--- src/rtl/wb_regstate.sv ---
// Write-back architectural state: GPR file, HI/LO and LLbit.
// Every read path bypasses the current write-back bundle combinationally.
module wb_regstate #(
    parameter int REG_NUM = 32,
    parameter int DATA_W  = 32
) (
    input  logic              clk,
    input  logic              rst,
    input  logic              flush,
    input  logic [4:0]        wb_wd,
    input  logic              wb_wreg,
    input  logic [DATA_W-1:0] wb_wdata,
    input  logic [DATA_W-1:0] wb_hi,
    input  logic [DATA_W-1:0] wb_lo,
    input  logic              wb_whilo,
    input  logic              wb_LLbit_we,
    input  logic              wb_LLbit_value,
    input  logic              re1,
    input  logic [4:0]        raddr1,
    output logic [DATA_W-1:0] rdata1,
    input  logic              re2,
    input  logic [4:0]        raddr2,
    output logic [DATA_W-1:0] rdata2,
    output logic [DATA_W-1:0] hi_o,
    output logic [DATA_W-1:0] lo_o,
    output logic              LLbit_o
);

    logic [DATA_W-1:0] gpr_q [REG_NUM];
    logic [DATA_W-1:0] hi_q, lo_q;
    logic              ll_q, ll_d;
    logic              gpr_we;

    assign gpr_we = wb_wreg && (wb_wd != 5'd0);

    always_comb begin
        ll_d = ll_q;
        if (flush) begin
            ll_d = 1'b0;
        end else if (wb_LLbit_we) begin
            ll_d = wb_LLbit_value;
        end
    end

    always_ff @(posedge clk or posedge rst) begin
        if (rst) begin
            for (int i = 0; i < REG_NUM; i++) begin
                gpr_q[i] <= '0;
            end
            hi_q <= '0;
            lo_q <= '0;
            ll_q <= 1'b0;
        end else begin
            if (gpr_we) begin
                gpr_q[wb_wd] <= wb_wdata;
            end
            if (wb_whilo) begin
                hi_q <= wb_hi;
                lo_q <= wb_lo;
            end
            ll_q <= ll_d;
        end
    end

    // Register 0 and disabled ports read as zero before any bypass match.
    always_comb begin
        rdata1 = '0;
        if (!rst && raddr1 != 5'd0 && re1) begin
            if (wb_wreg && raddr1 == wb_wd) begin
                rdata1 = wb_wdata;
            end else begin
                rdata1 = gpr_q[raddr1];
            end
        end
    end

    always_comb begin
        rdata2 = '0;
        if (!rst && raddr2 != 5'd0 && re2) begin
            if (wb_wreg && raddr2 == wb_wd) begin
                rdata2 = wb_wdata;
            end else begin
                rdata2 = gpr_q[raddr2];
            end
        end
    end

    always_comb begin
        hi_o    = '0;
        lo_o    = '0;
        LLbit_o = 1'b0;
        if (!rst) begin
            hi_o    = wb_whilo ? wb_hi : hi_q;
            lo_o    = wb_whilo ? wb_lo : lo_q;
            LLbit_o = flush ? 1'b0
                    : (wb_LLbit_we ? wb_LLbit_value : ll_q);
        end
    end

endmodule

--- config.mk ---
export PLATFORM = sky130hd
export DESIGN_NAME = wb_regstate
export DESIGN_NICKNAME = d
export VERILOG_FILES = /design/src/rtl/wb_regstate.sv
export SDC_FILE = /design/constraint.sdc
export NUM_CORES = 2
export LEC_CHECK = 0
export CAP_MARGIN = 20
export CORE_ASPECT_RATIO = 0.8
export CORE_UTILIZATION = 42
export DETAILED_ROUTE_END_ITERATION = 7
export PLACE_DENSITY_LB_ADDON = 0.15
export SLEW_MARGIN = 5
export SYNTH_ARGS = -nofsm -noshare
export SYNTH_HDL_FRONTEND = slang
export SYNTH_SLANG_ARGS = --single-unit
--- constraint.sdc ---
create_clock -name clk -period 48.1 [get_ports clk]
set_input_delay 4.81 -clock clk [delete_from_list [all_inputs] [get_ports clk]]
set_output_delay 4.81 -clock clk [all_outputs]
set_load 0.02 [all_outputs]
### Word-level counts from Yosys, hierarchy flattened

Cells that the tools add are included.

* flip-flop bits (word level): 1089
* input bits: 120
* output and inout bits: 129

* bitwise operators: 3
* reduce and logical (&&, ||, !) cells: 12
* multiplexer cells: 20
* equality and inequality tests: 2
* $lt $le $gt $ge: 4

Operators by type and width (number)
* $bwmux W1024: 1
* $mux W32: 13
* $bmux W32 S5: 2
* $demux W32 S5: 1
* $ge A6 B6 Y1 const B: 3
* $not A5 Y6: 3
* $reduce_bool A5 Y1: 3
* $eq A5 B5 Y1: 2
* $logic_and A1 B1 Y1: 8
* $lt A6 B1 Y1 const B: 1
* $mux W1: 3
* $logic_not A1 Y1: 1

### Longest topological paths before layout

* depth in word-level cells: 6
* depth in mapped cells: 9
* depth with buffers taken out: 5

### Worst setup path before layout

No wires, ideal clock.

* kind: input port to output port
* from: in rst
* to: out hi_o[22]
* buffers on the path: 1
* data arrival time: 38979 ps
* cell stages on the path: 3
* required time: 43290 ps
* path slack: 4311 ps
* cells stage by stage: inv_1 clkbuf_1 and2_1

* word-level cells in the longest chain between the ends: 1

Ends and longest elaborated chain
* start: declaration: RTL line 8 `input logic rst,`
* $mux W32: RTL line 92 `if (!rst) begin`
* end: declaration: RTL line 24 `output logic [DATA_W-1:0] hi_o,`

Every way passes these cells.

### Worst setup path after layout

* from: in raddr1[1]
* to: out rdata1[6]

* word-level cells in the longest chain between the ends: 6
* elaborated cells between the ends (all ways): 11
* classes of those cells: eq/ne: 1; mux: 5; bitwise: 1; reduce/logical: 4

Ends and longest elaborated chain
* start: declaration: RTL line 19 `input logic [4:0] raddr1,`
* $not A5 Y6 (implied by the code): RTL line 72 `rdata1 = gpr_q[raddr1];`
* $bmux W32 S5: RTL line 72
* $mux W32 (implied by the code) (2 in a row): RTL line 72
* $mux W32: RTL line 69 `if (wb_wreg && raddr1 == wb_wd) begin`
* $mux W32 *: RTL line 68 `if (!rst && raddr1 != 5'd0 && re1) begin`
* end: declaration: RTL line 20 `output logic [DATA_W-1:0] rdata1,`

Mark *: on every way between the ends. The rest lies on a longest branch, timed or not. The select of a mux whose other input is x is not followed.

==> summary.txt <==
Outcome
  • Outcome: completed

Cells and area
  • Fin cells: just over 6000
  • # diodes: 0
  • FF/Latch Area: 27300 um2
  • Final #Nets: about 4300
  • Fillers: approximately 12000
  • Finished Cell Area: between 60000 and 70000 um2
  • Area delta synth->final: 14.1%
  • Area of the multi-input gates: between 20000 and 30000 um2
  • Layout cells sized above 1: 41.0%

Placed design
  • Port Buffers: approximately 250
  • Final HPWL DP: approximately 110 mm
  • Dpl ws: about 34 ns
  • Placed cell count: around 5900
  • DP Area: 62000 um2
  • RD Place Congestion: about 0.8

GRT
  • All-layer global routing usage: 27.7%
  • Initial antenna violation count: 1
  • Pin count of the biggest net entering global routing: ~170
  • Vias in the first global route: about 39000
  • Global-route wire length before repair: around 280 mm
  • Grt total ovfl: 0

STA
  • Setup TNS: 0 ns
  • Tmin final: around 14 ns
  • Worst clock skew: 0 ns
  • Max Slew Vio Count: 0
  • Highest clock rate: between 70 and 80 MHz
  • # setup viols final: 0
  • Final Hold Viols: 0
  • Slew headroom: about a quarter
  • RSZ-0062 raised after global routing: no
  • Post-route clock period utilization: 29.1%
  • Worst-Margin Slew: roughly 1.1 ns
  • Worst setup margin: between 30 and 40 ns

Setup path
  • Slowest stage cell, crit path: buf_4
  • WS Path Type: in2out
  • Worst EP arrival: slightly above 9 ns
  • Crit-path cells: buf_8, buf_4, buf_4, buf_4, mux4_2, nor2b_1, a211oi_1, a311oi_1, a221o_1, clkdlybuf4s50_1
  • Crit Path Max Fanout: 56
  • Crit end category: output port
  • Max incr delay on CP: 0.67 ns
  • CP Data Required Time: around 43 ns
  • Critical path's most frequent cell: buf_4
  • CP startpoint kind: input port

Clock network
  • Number of setup buffers added after CTS: 0
  • Worst skew pair latency: around 0.74 ns
  • Clock root cell: clkbuf_16
  • H-tree levels: 3
  • Post-CTS sizing: 0
  • CTS tree: yes
  • Maximum root-to-sink buffer count: 3
  • Num CTS Buffers: 121
  • Hold Buf Count CTS: 0
  • Clock Sinks: approximately 1100
  • Clock slew at reported path FFs: around 0.060 ns

Detailed routing
  • Met3 Routed Length: roughly 13 mm
  • Routed wl met2: 88.2 mm
  • Total Wirelength: ~190 mm
  • Detailed Routing Iterations Pass 1: 5
  • WL met1: around 86 mm
  • Vias per cell: 6.31
  • Wirelength per Cell: approximately 32 um
  • Max layer used: met4
  • Final antenna-violating net count: 0
  • Vias: 38400
  • Iter 0 DRT Violations: around 3400
  • DRC viols: 0

Logic synthesis
  • Synth Register Bits: 1089
  • Cell variety after synth: 44
  • Cell taking the most area after synthesis: dfrtp_1
  • Post-synth EDFFs: 0
  • Predominant post-synthesis flop cell: dfrtp_1
  • Synthesis Warnings: 0
  • Gate Count Post-Synth: approximately 4000
  • Most frequent cell after synthesis: dfrtp_1
  • Mean Syn Cell Area: 14.2 um2
  • Area share of the leading cell type in the synthesized netlist: 46.9%
  • Synth top area cells: dfrtp_1 (47%), mux2_2 (19%), mux4_2 (15%)
  • Fraction of registers with async set/reset: between 90% and 100%
  • Syn_nets: around 4200
  • Synth cell count leaders: dfrtp_1 (1089), mux2_2 (965), mux4_2 (386), mux2i_1 (255), clkbuf_1 (243)
  • Register area share after synthesis: 46.9%
  • Cell area after synthesis: around 58000 um2

Die
  • Core area: 137000 um2
  • Die ar.: 140000 um2
  • Width of the die: ~420 um
  • IO Pins: 249
  • Num rows: roughly 120
  • Starting density of the core: between 40% and 50%
  • Die Ht: between 300 and 400 um

Pwr
  • Leakage: ~28 nW
  • Pwr/cell area: just over 40 nW/um2
  • VDD IR max: roughly 27 uV

Worst hold path
  • Hold crit path type: reg2reg

Run
  • Max-cap violation count: 0
==> final cells by class <==
cell class	instances	share of cell area [%]
repair buffers	367	5.32
multi-input cells	2547	43.6
inverters	5	0.0434
clock inverters	48	0.996
clock buffers	177	5.43
flip-flops and latches	1089	41.1
well taps	1845	3.48
==> through the flow <==
step                power [mW]  util (%)  hold WS [ns]
floorplan                 1.59         -         0.441
global placement          1.73      45.3         0.377
detailed placement        1.75      45.4         0.382
CTS                       2.75      48.5         0.397
global route              2.85      48.5         0.404
finish                    2.73      48.5         0.392
==> report_power, final <==
part	internal [mW]	total [mW]	switching [mW]
combinational	0.305	0.535	0.230
sequential	1.09	1.20	0.115
clock	0.593	0.995	0.402
==> final timing paths <==
check	from	endpoint	slack, ns	cells past startpoint
max	raddr1[1]	rdata1[6]	34.09	10
min	gpr_q[992]	gpr_q[992]	0.39	0
max reg2reg	gpr_q[372]	gpr_q[372]	47.27	1
min reg2reg	gpr_q[992]	gpr_q[992]	0.39	0
max in group asynchronous	rst	gpr_q[355]	38.81	7
min in group asynchronous	rst	hi_q[25]	4.59	2
==> cells by family (layout without fill, tap and decap cells) <==
group           Yosys count  count (layout)  share of synthesized area, %
mux                    1697            1697                          39.8
xor+xnor                 10              10                         0.151
compound gates          446             446                          6.19
buf+inv                 470             597                          3.67
simple gates            394             394                          3.31
flops                  1089            1089                          46.9
==> worst max-delay path, delay by kind of cell <==
family / cells / cell delay (ns)
compound gates: 3 / 0.71
buf+inv: 5 / 2.85
mux: 1 / 0.58
simple gates: 1 / 0.14
==> placed cells by master (no fill, tap or decap), types with 3 or more instances in the layout <==
master	count
dfrtp_1	1089
mux2_2	965
mux4_2	386
mux2i_1	255
clkdlybuf4s50_1	238
nand2_1	189
a221oi_1	124
clkbuf_16	123
buf_4	111
mux2_1	91
a22oi_1	66
nor2b_1	64
and2_1	64
o21ai_0	62
a221o_1	62
a211oi_1	60
a311oi_1	60
clkbuf_8	32
clkinv_2	22
clkbuf_1	22
nor2_4	20
nand2_2	15
bufinv_16	14
nand3_1	9
xor2_1	8
nor3b_1	6
nor2_1	6
clkinvlp_4	6
buf_12	6
buf_8	5
nand3b_1	4
inv_6	3
buf_16	3
==> registers in the layout, summed over array words and instances (netlist names) <==
signal	count
gpr_q	1024
hi_q	32
lo_q	32
ll_q	1
==> layer usage <==
metal	global-route usage (%)	vias up
met5	0	-
met4	8.00	0
met3	4.99	308
met2	42.5	1325
met1	40.1	20900
li1	-	15900
Power figures use the tool's default switching activity.
